### src/rtl/led_pkg.sv
// -----------------------------------------------------------------------------
// led_pkg
// Shared definitions for the note-scroll LED scanner.
//   - state_t      : scanner FSM states (LOAD, SHIFT, BLANK, LATCH, DISPLAY)
//   - NSLOT        : note slots per lane bitmap (also used by the song loader)
//   - SLOT_W       : pixels per slot; the scroll offset runs 0..SLOT_W-1
//   - clamp_offset : limits an incoming offset to the last pixel of a slot
// -----------------------------------------------------------------------------
package led_pkg;

  localparam int NSLOT  = 10;
  localparam int SLOT_W = 7;

  typedef enum logic [2:0] {
    LOAD,
    SHIFT,
    BLANK,
    LATCH,
    DISPLAY
  } state_t;

  function automatic logic [2:0] clamp_offset(input logic [2:0] off, input int slot_w);
    return (int'(off) >= slot_w) ? 3'(slot_w - 1) : off;
  endfunction

endpackage

### src/rtl/led_col_gen.sv
// -----------------------------------------------------------------------------
// led_col_gen
// Walks the note slots across one panel row without a divider: a sub-pixel
// counter runs from the scroll offset up to SLOT_W-1, and each wrap moves on to
// the next slot. The selected lane's snapshot bit is the pixel.
// Ports:
//   clk, rst      : clock, asynchronous active-high reset
//   start         : hold counters at the row start (sub=offset_snap, slot=0)
//   advance       : step to the next column
//   offset_snap   : scroll offset the row starts from
//   lane_blue     : 1 selects the blue snapshot, 0 the red one
//   note_r_snap   : red-lane note snapshot
//   note_b_snap   : blue-lane note snapshot
//   pixel         : note bit for the current column (0 past the last slot)
// -----------------------------------------------------------------------------
module led_col_gen #(
  parameter int NSLOT  = led_pkg::NSLOT,
  parameter int SLOT_W = led_pkg::SLOT_W
) (
  input  logic             clk,
  input  logic             rst,
  input  logic             start,
  input  logic             advance,
  input  logic [2:0]       offset_snap,
  input  logic             lane_blue,
  input  logic [NSLOT-1:0] note_r_snap,
  input  logic [NSLOT-1:0] note_b_snap,
  output logic             pixel
);

  // One spare bit beyond what NSLOT needs, so the slot index can run past the
  // last slot into the dark region instead of wrapping back onto slot 0.
  localparam int SLOT_CW = $clog2(NSLOT + 1) + 1;
  localparam int IDX_W   = (NSLOT > 1) ? $clog2(NSLOT) : 1;

  logic [2:0]         sub;
  logic [SLOT_CW-1:0] slot;
  logic [NSLOT-1:0]   lane_vec;

  always_ff @(posedge clk or posedge rst) begin
    if (rst) begin
      sub  <= 3'd0;
      slot <= '0;
    end else if (start) begin
      sub  <= offset_snap;
      slot <= '0;
    end else if (advance) begin
      if (sub == 3'(SLOT_W - 1)) begin
        sub <= 3'd0;
        if (slot != '1) slot <= slot + SLOT_CW'(1);
      end else begin
        sub <= sub + 3'd1;
      end
    end
  end

  always_comb begin
    lane_vec = lane_blue ? note_b_snap : note_r_snap;
    pixel    = 1'b0;
    if (slot < SLOT_CW'(NSLOT)) pixel = lane_vec[slot[IDX_W-1:0]];
  end

endmodule

### src/rtl/led_note_scanner.sv
// -----------------------------------------------------------------------------
// led_note_scanner
// Renders the red/blue note lanes as a scrolling strip on a row-scanned RGB LED
// panel: red lane on rows 0..ROWS/2-1, blue lane on the rest. Inputs are
// snapshotted once per frame (LOAD) so a frame never mixes two pictures.
// Per row: SHIFT COLS pixels (sclk low then high, CLK_DIV cycles each), BLANK,
// LATCH, then DISPLAY for HOLD cycles.
// Ports:
//   clk, rst        : clock, asynchronous active-high reset
//   note_R, note_B  : per-slot note bitmaps for the red / blue lane
//   offset          : scroll position inside a slot (clamped to SLOT_W-1)
//   finish          : song-end pulse (used only with FINISH_FLASH_EN)
//   r_data, b_data  : serial pixel data, valid while sclk rises
//   sclk, latch     : panel shift clock and latch strobe
//   oe_n            : panel output enable, active low (low only in DISPLAY)
//   row_addr        : row being displayed
//   frame_done      : one-cycle pulse after the last row's DISPLAY
// Build option:
//   FINISH_FLASH_EN : a finish pulse lights every pixel in its lane colour
//                     for the next three frames.
// -----------------------------------------------------------------------------
module led_note_scanner #(
  parameter int COLS    = 64,
  parameter int ROWS    = 8,
  parameter int NSLOT   = led_pkg::NSLOT,
  parameter int SLOT_W  = led_pkg::SLOT_W,
  parameter int CLK_DIV = 2,
  parameter int HOLD    = 256
) (
  input  logic                    clk,
  input  logic                    rst,
  input  logic [NSLOT-1:0]        note_R,
  input  logic [NSLOT-1:0]        note_B,
  input  logic [2:0]              offset,
  input  logic                    finish,
  output logic                    r_data,
  output logic                    b_data,
  output logic                    sclk,
  output logic                    latch,
  output logic                    oe_n,
  output logic [$clog2(ROWS)-1:0] row_addr,
  output logic                    frame_done
);

  import led_pkg::*;

  localparam int RA_W   = $clog2(ROWS);
  localparam int CA_W   = $clog2(COLS);
  localparam int DIV_W  = $clog2(CLK_DIV + 1);
  localparam int HOLD_W = $clog2(HOLD + 1);

  state_t            state, state_nxt;
  logic [NSLOT-1:0]  note_r_snap, note_b_snap;
  logic [2:0]        offset_snap, gen_offset;
  logic [RA_W-1:0]   row_cnt;
  logic [CA_W-1:0]   col_cnt;
  logic              phase;       // 0: sclk low half, 1: sclk high half
  logic [DIV_W-1:0]  div_cnt;
  logic [HOLD_W-1:0] hold_cnt;
  logic              div_last, hold_last, row_last, col_last, advance;
  logic              lane_blue, col_bit, flash_lit, pixel;

  assign div_last  = (div_cnt == DIV_W'(CLK_DIV - 1));
  assign hold_last = (hold_cnt == HOLD_W'(HOLD - 1));
  assign row_last  = (row_cnt == RA_W'(ROWS - 1));
  assign col_last  = (col_cnt == CA_W'(COLS - 1));
  assign advance   = (state == SHIFT) && phase && div_last;
  assign lane_blue = (row_cnt >= RA_W'(ROWS / 2));

  // NOTE: sequential state uses non-blocking assignments so every register
  // samples the pre-edge value of every other, independent of block order.
  always_ff @(posedge clk or posedge rst) begin
    if (rst) state <= LOAD;
    else     state <= state_nxt;
  end

  // NOTE: every output of this block gets a default first; a path that left
  // state_nxt unassigned would infer a latch.
  always_comb begin
    state_nxt = state;
    unique case (state)
      LOAD:    state_nxt = SHIFT;
      SHIFT:   if (advance && col_last) state_nxt = BLANK;
      BLANK:   state_nxt = LATCH;
      LATCH:   state_nxt = DISPLAY;
      DISPLAY: if (hold_last) state_nxt = row_last ? LOAD : SHIFT;
      default: state_nxt = LOAD;
    endcase
  end

  always_ff @(posedge clk or posedge rst) begin
    if (rst) begin
      note_r_snap <= '0;
      note_b_snap <= '0;
      offset_snap <= 3'd0;
      row_cnt     <= '0;
      col_cnt     <= '0;
      phase       <= 1'b0;
      div_cnt     <= '0;
      hold_cnt    <= '0;
      row_addr    <= '0;
      frame_done  <= 1'b0;
    end else begin
      frame_done <= 1'b0;
      case (state)
        LOAD: begin
          note_r_snap <= note_R;
          note_b_snap <= note_B;
          offset_snap <= clamp_offset(offset, SLOT_W);
          row_cnt     <= '0;
          col_cnt     <= '0;
          phase       <= 1'b0;
          div_cnt     <= '0;
        end
        SHIFT: begin
          if (div_last) begin
            div_cnt <= '0;
            phase   <= ~phase;
            if (phase) col_cnt <= col_cnt + CA_W'(1);
          end else begin
            div_cnt <= div_cnt + DIV_W'(1);
          end
        end
        BLANK: begin
          row_addr <= row_cnt;
          hold_cnt <= '0;
          col_cnt  <= '0;
          phase    <= 1'b0;
          div_cnt  <= '0;
        end
        DISPLAY: begin
          if (hold_last) begin
            if (row_last) frame_done <= 1'b1;
            else          row_cnt    <= row_cnt + RA_W'(1);
          end else begin
            hold_cnt <= hold_cnt + HOLD_W'(1);
          end
        end
        default: ;
      endcase
    end
  end

  // The column generator is preloaded during LOAD, before the snapshot
  // register has taken the new offset, so it is fed the value being captured.
  assign gen_offset = (state == LOAD) ? clamp_offset(offset, SLOT_W) : offset_snap;

  led_col_gen #(
    .NSLOT (NSLOT),
    .SLOT_W(SLOT_W)
  ) u_col_gen (
    .clk        (clk),
    .rst        (rst),
    .start      (state != SHIFT),
    .advance    (advance),
    .offset_snap(gen_offset),
    .lane_blue  (lane_blue),
    .note_r_snap(note_r_snap),
    .note_b_snap(note_b_snap),
    .pixel      (col_bit)
  );

`ifdef FINISH_FLASH_EN
  logic       flash_flag;
  logic [1:0] flash_cnt;

  always_ff @(posedge clk or posedge rst) begin
    if (rst) begin
      flash_flag <= 1'b0;
      flash_cnt  <= 2'd0;
    end else begin
      // A finish landing in the LOAD cycle itself arms the following frame.
      if (finish)              flash_flag <= 1'b1;
      else if (state == LOAD)  flash_flag <= 1'b0;
      // frame_done is high during LOAD, so a fresh load outranks the countdown.
      if (state == LOAD && flash_flag)        flash_cnt <= 2'd3;
      else if (frame_done && flash_cnt != 2'd0) flash_cnt <= flash_cnt - 2'd1;
    end
  end

  assign flash_lit = (flash_cnt != 2'd0);
`else
  wire unused_finish = finish;
  assign flash_lit = 1'b0;
`endif

  assign pixel  = col_bit | flash_lit;
  assign sclk   = (state == SHIFT) && phase;
  assign latch  = (state == LATCH);
  assign oe_n   = (state != DISPLAY);
  assign r_data = (state == SHIFT) && !lane_blue && pixel;
  assign b_data = (state == SHIFT) &&  lane_blue && pixel;

endmodule

### config.mk
export PLATFORM = sky130hd
export DESIGN_NAME = led_note_scanner
export DESIGN_NICKNAME = d
export VERILOG_FILES = /design/src/rtl/led_pkg.sv /design/src/rtl/led_col_gen.sv /design/src/rtl/led_note_scanner.sv
export SDC_FILE = /design/constraint.sdc
export NUM_CORES = 1
export LEC_CHECK = 0
export CORE_ASPECT_RATIO = 1.1
export CORE_MARGIN = 10
export CORE_UTILIZATION = 30
export DETAILED_ROUTE_END_ITERATION = 8
export HOLD_SLACK_MARGIN = 0.08
export SLEW_MARGIN = 40
export SYNTH_ARGS = -nofsm -noshare
export SYNTH_HDL_FRONTEND = slang
export SYNTH_SLANG_ARGS = --single-unit
### constraint.sdc
create_clock -name clk -period 2.7 [get_ports clk]
set_clock_uncertainty 0.05 [all_clocks]
set_input_delay 0.54 -clock clk [delete_from_list [all_inputs] [get_ports clk]]
set_output_delay 0.54 -clock clk [all_outputs]
set_load 0.005 [all_outputs]
# Word-level counts from Yosys, hierarchy flattened
# Index checks and enable logic that the tools add are counted.
# classes
addsub	6
magnitude_cmp	4
eq_ne	18
mux	32
bitwise_logic	1
reduce_logical	22
# op_table
op	count
3-bit 2-to-1 mux	9
5-bit 2-to-1 mux	4
9-bit one-hot mux with 2 select lines	1
3-bit one-hot mux with 5 select lines	1
6-bit 2-to-1 mux	2
6-bit one-hot mux with 2 select lines	1
2-bit nonzero test	6
10-bit 2-to-1 mux	1
2-bit inequality test (second input constant)	5
9-bit by 1-bit adder with 9-bit output (second input constant)	1
3-bit == test (second input constant)	3
9-bit by 8-bit == test with 1-bit output (second input constant)	1
9-bit 2-to-1 mux	1
3-bit AND reduction	3
1-bit logical AND	7
1-bit 2-to-1 mux	7
3-bit by 1-bit adder with 3-bit output (second input constant)	2
6-bit by 1-bit adder with 6-bit output (second input constant)	1
3-bit by 2-bit == test with 1-bit output (second input constant)	2
6-bit == test (second input constant)	1
3-bit greater-or-equal comparator (second input constant)	2
3-bit one-hot mux with 2 select lines	1
2-bit AND reduction	3
5-bit by 1-bit adder with 5-bit output (second input constant)	1
17 further kinds	17
# word_totals
regBits	59
inputBits	26
output_inout_bits	9
word_cells	96

# Logic depth before layout (Yosys ltp)
# Gate-level depths: netlist of the first run.
# logic_depth
depth_word	6
ltp_mapped	7
mapped_depth_nobuf	7

# Cells and area by module
# From an unflattened synthesis of the first run, not the netlist that was laid out.
# hier_totals
hier_cells	284
hier_area_um2	3027.9
# modules_own_cells
module	n_inst	cells_per_inst	area_per_inst_um2
led_note_scanner	1	214	2389.8
led_col_gen	1	70	638.1

# Worst setup path before layout of the first run
# Ideal clock, no wire load.
# synth_timing
path_type	reg-to-output
from	register state[2]
to	output port b_data
arrival_ps	1497
t_required_ps	2110
slack_ps	613
path_stages_with_launch	7
n_path_buf	2
cell_sequence	dfrtp_1 -> buf_6 -> or3b_1 -> buf_6 -> nor4_1 -> nand4_1 -> o211ai_1
# synth_between
elab_chain_len	3
# synth_lines
item	line_no	text
start: declaration	led_note_scanner.sv:52	state_t state, state_nxt;
start signal: assignment	led_note_scanner.sv:74	else state <= state_nxt;
3-bit by 1-bit == test with 1-bit output	led_note_scanner.sv:192	assign b_data = (state == SHIFT) && lane_blue && pixel;
1-bit logical AND (2 in series)	led_note_scanner.sv:192	
end: declaration	led_note_scanner.sv:37	output logic b_data,
# No other way between the ends.

# Worst setup path after layout of the first run
# layout_timing
from	register u_col_gen.slot[0]
to	output port r_data
# layout_between
elab_chain_len	4
word_cells_on_any_way	5
cone_classes	order compare (1); mux (3); reduce/logical (1)
# layout_lines
item	line_no	text
start: declaration	led_col_gen.sv:37	logic [SLOT_CW-1:0] slot;
start signal: assignment	led_col_gen.sv:50	if (slot != '1) slot <= slot + SLOT_CW'(1);
1-bit binary-select mux with 4-bit select	led_col_gen.sv:60	if (slot < SLOT_CW'(NSLOT)) pixel = lane_vec[slot[IDX_W-1:0]];
1-bit 2-to-1 mux (not written as such)	led_col_gen.sv:60	
1-bit 2-to-1 mux *	led_col_gen.sv:60	
1-bit logical AND *	led_note_scanner.sv:191	assign r_data = (state == SHIFT) && !lane_blue && pixel;
end: declaration	led_note_scanner.sv:36	output logic r_data,
# Every way passes the cells marked *; elsewhere a longest branch is shown, timed or not. The select of a mux whose other input is x is not followed.

==> metrics.cfg, run 1 <==
[outcome]
outcome=completed

[route]
first_pass_iters=4
vias=2066
wl_per_cell_um=14.1
final_antenna_net_count=0
drtIter0Drc=133
drc=0
vias_per_cell=4.84
wl_um=6010

[synth]
ys_seq_elements=59
yosysTopAreaCell=dfrtp_1
synth_top_area_share_pct=50.2
yosysUniqueCellTypes=43
async_flop_share_pct=100
postSynthAreaPerCell_um2=11.1
synth_area_um2=2940
synth_cells=264
synth-edff-count=0
synth-seq-area-share_pct=50.2
synth.net_count=297
ys.flop_type=dfrtp_1
synth_warnings=0
yosys.cell_count.top_type=dfrtp_1
synth_area_leaders=dfrtp_1 50%, mux2_2 9.6%, nor2_1 3.2%, ha_1 3.0%, nand2_1 2.7%
synthTopCellsByCount=59 x dfrtp_1, 25 x mux2_2, 25 x nor2_1

[cells_and_area]
design_area_um2=3630
drive_above_1_share_pct=20.6
n_antenna_cell=0
area_delta_synth_final_pct=23.2
layout.nets=339
fin_cells=427

[timing]
worst_slew_pin_slew_ps=601
rsz0062_at_grt=false
finalHoldViolations=0
setup-tns-final_ps=0
period_needed_ps=2570
fin_ws_ps=126
slew_violations=0
max_slew_margin_pct=59.6
setup_viol=0
post-route-period-util_pct=95.3
fin_hold_ws_ps=447
fmax_mhz=389

[power_and_ir_drop]
p_sw_share_pct=26.9
internal_power_mw=1.46
power_density_nw_per_um2=549
combPwrFrac_pct=14.2
seqPwrFrac_pct=51.0
clkPwrFrac_pct=34.8
p_leak_nw=1.53
vdd_ir_drop_max_v=0.000292
p_switching_mw=0.536

[clocking]
clkTransAtPathRegs_ps=60
clock_latency_ps=330
cts_sinks=59
cts_root_buf=clkbuf_8
cts_tree=built
h-tree-depth=3
post_cts_buffers=0
ctsHoldBuffers=0
cts_buffers=9
cts.path.max_buffers=2

[placed_design]
dp_hpwl_um=4350
dpl-instance-area_um2=3440
post-place-cells=412
gp_congestion=0.811
io_buffer_count=33
detailedPlace.worstSlack_ps=105

[setup_path]
cp-start-kind=flip-flop
critPathKind=flip-flop to output port
r2r_cells=8
cp.arrival_ps=1980
required_ps=2110
path_max_fanout=4
end_kind=output port

[hold_path]
hold_path_class=flip-flop to flip-flop
holdPathStages=1

[die]
ios=35
die_h_um=124
dieArea_um2=14200
die_w_um=114
rows=37
start_util_pct=31.0
core_area_um2=9490

[global_route]
grt_max_degree=27
grt_pass1_vias=2159
use_met1_pct=11.5
overflow=0
grt.busiest_layer=met2
antenna_found_initial=0
track_usage_pct=9.16
met3_usage_pct=2.69
grt_first_pass_wirelength_um=10400
use_met2_pct=14.1

[flow_run]
maxCapViolCount=0

==> worst paths after layout <==
check	startpoint	to	slack, ps
setup / recovery	u_col_gen.slot[0]	r_data	130
hold / removal	offset_snap[0]	offset_snap[0]	450
setup reg to reg	u_col_gen.slot[0]	u_col_gen.slot[3]	440
hold reg to reg	offset_snap[0]	offset_snap[0]	450
max in group asynchronous	rst	col_cnt[2]	1530
min in group asynchronous	rst	hold_cnt[3]	490
==> power groups by stage <==
stage / logic [mW] / clock network, mW / registers (mW)
final: 0.282 / 0.694 / 1.02
after global routing: 0.312 / 0.760 / 1.03
after CTS: 0.282 / 0.720 / 1.02
after detailed placement: 0.286 / 0 / 1.03
after global placement: 0.283 / 0 / 1.03
after floorplan: 0.195 / 0 / 1.00
==> registers in the layout (all words and copies together) (netlist names), 2 cells and up <==
name	count
note_b_snap	10
note_r_snap	10
hold_cnt	9
col_cnt	6
u_col_gen.slot	5
offset_snap	3
row_addr	3
row_cnt	3
state	3
u_col_gen.sub	3
div_cnt	2
==> timing repair <==
action / 4_1_cts / 5_1_grt
endpoints found under the hold margin: 0 / 0
setup endpoints to repair: 2 / 3
pin swaps: 2 / 0
resized for setup: 5 / 3
==> kinds of logic after synthesis <==
| kind of cell | after synthesis | share of synthesized area, % |
|---|---|---|
| buffers and inverters | 18 | 3.32 |
| XOR/XNOR | 13 | 3.87 |
| flip-flops | 59 | 50.2 |
| multiplexers | 34 | 13.9 |
| adder cells (fa/ha/maj) | 7 | 2.98 |
| AND/OR/NAND/NOR | 100 | 19.3 |
| AO/OA/AOI/OAI | 33 | 6.42 |
==> metrics by stage <==
stage	power (mW)	util, %
2_1_floorplan	1.20	-
3_3_place_gp	1.31	36.2
3_5_place_dp	1.32	36.2
4_1_cts	2.02	38.1
5_1_grt	2.10	38.2
6_report	1.99	38.2
==> critical path: stages (launching register included) <==
cell and delay, ps:
dfrtp_2 420, mux4_2 500, mux2_2 280, nand4_1 110
o211ai_1 110, clkdlybuf4s15_1 230
==> cell usage in the layout (no fill, tap or decap), drive strengths merged, types with 3 or more instances in the layout <==
master / n
dfrtp: 59
clkdlybuf4s50: 31
mux2: 25
nor2: 25
nand2: 21
nand3: 16
o21ai: 13
a21oi: 10
clkbuf: 10
buf: 10
xor2: 8
ha: 7
nand4: 6
mux2i: 6
inv: 6
nand2b: 5
xnor2: 5
nor3: 4
nor3b: 4
and2: 3
mux4: 3
clkinv: 3
nor4: 3
==> layout make-up <==
class                           count  area (µm²)
Fill cell                         903        5860
Inverter                            6        22.5
Timing Repair Buffer               43         418
Clock buffer                       10         138
Clock inverter                      5        30.0
Tap cell                          117         146
Sequential cell                    59        1480
Multi-Input combinational cell    187        1390
==> routing by layer <==
layer / wire length, µm / vias up
li1: - / 1014
met1: 2800 / 1018
met3: 205 / 7
met2: 2900 / 27
met5: 0 / -
met4: 101 / 0
Note: power is estimated with default switching activity, not from simulation.
==> run 2, diff against run 1 <==
--- a/config.mk
+++ b/config.mk
@@ -5,6 +5,7 @@
 export SDC_FILE = /design/constraint.sdc
 export NUM_CORES = 1
 export LEC_CHECK = 0
+export ABC_CLOCK_PERIOD_IN_PS = 2700
 export CORE_ASPECT_RATIO = 1.1
 export CORE_MARGIN = 10
 export CORE_UTILIZATION = 30
==> results of run 2 <==
Same layout as run 1: the final DEF is identical, and so are final timing and power.
==> run 3, diff against run 2 <==
--- a/config.mk
+++ b/config.mk
@@ -11,6 +11,7 @@
 export CORE_UTILIZATION = 30
 export DETAILED_ROUTE_END_ITERATION = 8
 export HOLD_SLACK_MARGIN = 0.08
+export SETUP_SLACK_MARGIN = 0.5
 export SLEW_MARGIN = 40
 export SYNTH_ARGS = -nofsm -noshare
 export SYNTH_HDL_FRONTEND = slang
==> run 3 against run 2 <==
Setup slack better by 100 ps. Count of clock-buffer cells in the layout did not move. Core utilization rose by 2.2 points. Sequential share of layout area down 2.2 points. Critical path type unchanged. Critical endpoint unchanged. Highest routed layer unchanged. Clock power about the same. Critical path depth is the same. Sequential cell count stayed put.
==> metrics.cfg, run 3 (synthesized netlist as in run 1, its figures left out) <==
[route]
vias=2164  ; +4.7%
drtIter0Drc=118  ; -11%
drc=0  ; unchanged
final_antenna_net_count=0  ; unchanged
wl_per_cell_um=14.4  ; +2.5%
vias_per_cell=4.84  ; about the same
wl_um=6450  ; +7.3%
first_pass_iters=4  ; unchanged

[timing]
worst_slew_pin_slew_ps=555  ; -45.9 ps
fin_ws_ps=227  ; +100 ps
slew_violations=0  ; unchanged
rsz0062_at_grt=true
post-route-period-util_pct=91.6  ; -3.7 points
finalHoldViolations=0  ; unchanged
setup_viol=0  ; unchanged
period_needed_ps=2470  ; -100 ps
setup-tns-final_ps=0  ; unchanged
fmax_mhz=404  ; +4.1%
max_slew_margin_pct=62.9  ; +3.3 points

[cells_and_area]
mostFrequentLayoutCells=57 x dfrtp_1, 28 x clkdlybuf4s50_1, 24 x mux2_2, 24 x nor2_1, 23 x buf_4
n_antenna_cell=0  ; unchanged
fin_cells=447  ; +4.7%
layout_commonest_cell=dfrtp_1
layout.nets=359  ; +5.9%
top_regs=note_b_snap (10), note_r_snap (10), hold_cnt (9)
drive_above_1_share_pct=28.8  ; +8.1 points
area_delta_synth_final_pct=30.2
design_area_um2=3830  ; +5.7%

[setup_path]
path_max_fanout=4  ; unchanged
rrSetupSlack_ps=540  ; +100 ps
r2r_end=u_col_gen.slot[3]
required_ps=2110  ; about the same
cp-start-kind=flip-flop
critPathKind=flip-flop to output port
r2r_cells=9  ; +1
cp.arrival_ps=1880  ; -100 ps
end_kind=output port
r2r-start=u_col_gen.slot[0]

[die]
rows=37  ; unchanged
core_area_um2=9490  ; unchanged
start_util_pct=31.0  ; unchanged
die_h_um=124  ; unchanged
die_w_um=114  ; unchanged
ios=35  ; unchanged
dieArea_um2=14200  ; unchanged

[clocking]
cts_buffers=9  ; unchanged
clkTransAtPathRegs_ps=60  ; about the same
clock_latency_ps=340  ; about the same
cts_tree=built
ctsHoldBuffers=0  ; unchanged
cts_root_buf=clkbuf_8
cts_sinks=59  ; unchanged
cts.path.max_buffers=2  ; unchanged
h-tree-depth=3  ; unchanged

[global_route]
track_usage_pct=9.64  ; +0.48 points
overflow=0  ; unchanged
grt_pass1_vias=2249  ; +4.2%
grt_first_pass_wirelength_um=11000  ; +5.7%
antenna_found_initial=0  ; unchanged
grt_max_degree=27  ; unchanged

[power_and_ir_drop]
power_density_nw_per_um2=533  ; -3.0%
power_mw=2.04  ; +2.6%
vdd_ir_drop_max_v=0.000302  ; +3.4%
p_leak_nw=1.64  ; +7.3%

[outcome]
outcome=completed

[hold_path]
hp-start=offset_snap[0]
holdPathStages=1  ; unchanged
hold_path_class=flip-flop to flip-flop
min_delay_worst_endpoint=offset_snap[0]

[flow_run]
maxCapViolCount=0  ; unchanged

[placed_design]
dp_hpwl_um=4350  ; unchanged
dpl-instance-area_um2=3440  ; unchanged
post-place-cells=412  ; unchanged
detailedPlace.worstSlack_ps=105  ; unchanged
gp_congestion=0.811  ; unchanged
io_buffer_count=33  ; unchanged

-- run 3: changes by cell type in the layout (fill, tap and decap cells not counted), moves of 3 or more --
cell / delta
buf_6: +6
ha_1: -3
ha_2: +3
clkdlybuf4s50_1: -3
buf_4: +14
-- run 3: power by group --
part	total [mW]	internal [mW]	switching, mW	leakage (nW)
clock	0.696	0.347	0.349	0.0839
combinational	0.323	0.198	0.125	0.813
sequential	1.02	0.940	0.0834	0.746
total	2.04	1.48	0.558	1.64
-- run 3: worst max path at each step --
stage                      startpoint      to  slack (ps)  depth (start not counted)
finish              u_col_gen.slot[0]  r_data         230                          5
global route        u_col_gen.slot[0]  b_data         150                          5
CTS                 u_col_gen.slot[0]  r_data         180                          5
detailed placement           state[2]  b_data         100                          5
global placement             state[2]  r_data         150                          5
floorplan                    state[2]  b_data         610                          6
-- run 3: critical path, cell delays in order, from the launching register on --
cell,delay (ps)
dfrtp_2,410
mux4_2,490
mux2_4,280
nand4_1,110
o211ai_1,110
buf_2,150
-- run 3: area by class of cell --
class,count,area (µm²)
Multi-Input combinational cell,187,1430
Fill cell,887,5660
Clock inverter,5,30.0
Sequential cell,59,1480
Tap cell,117,146
Clock buffer,10,138
Timing Repair Buffer,63,588
Inverter,6,22.5
-- run 3: through the flow --
stage | utilization (%) | hold slack (ps)
global route | 40.4 | 460
global placement | 36.2 | 424
floorplan | - | 419
CTS | 39.5 | 449
detailed placement | 36.2 | 419
finish | 40.4 | 446
-- run 3: repair_timing --
item	CTS	global route
setup endpoints to repair	6	13
pin swaps	5	5
setup buffers	13	7
gates resized for setup	26	9
-- run 3: per-layer routing --
layer  global-route usage, %  wire length (µm)  vias up
met4                    4.47               102        0
li1                        -                 -     1058
met2                    15.4              3230       48
met5                       0                 0        -
met3                    2.69               249        7
met1                    11.8              2870     1051
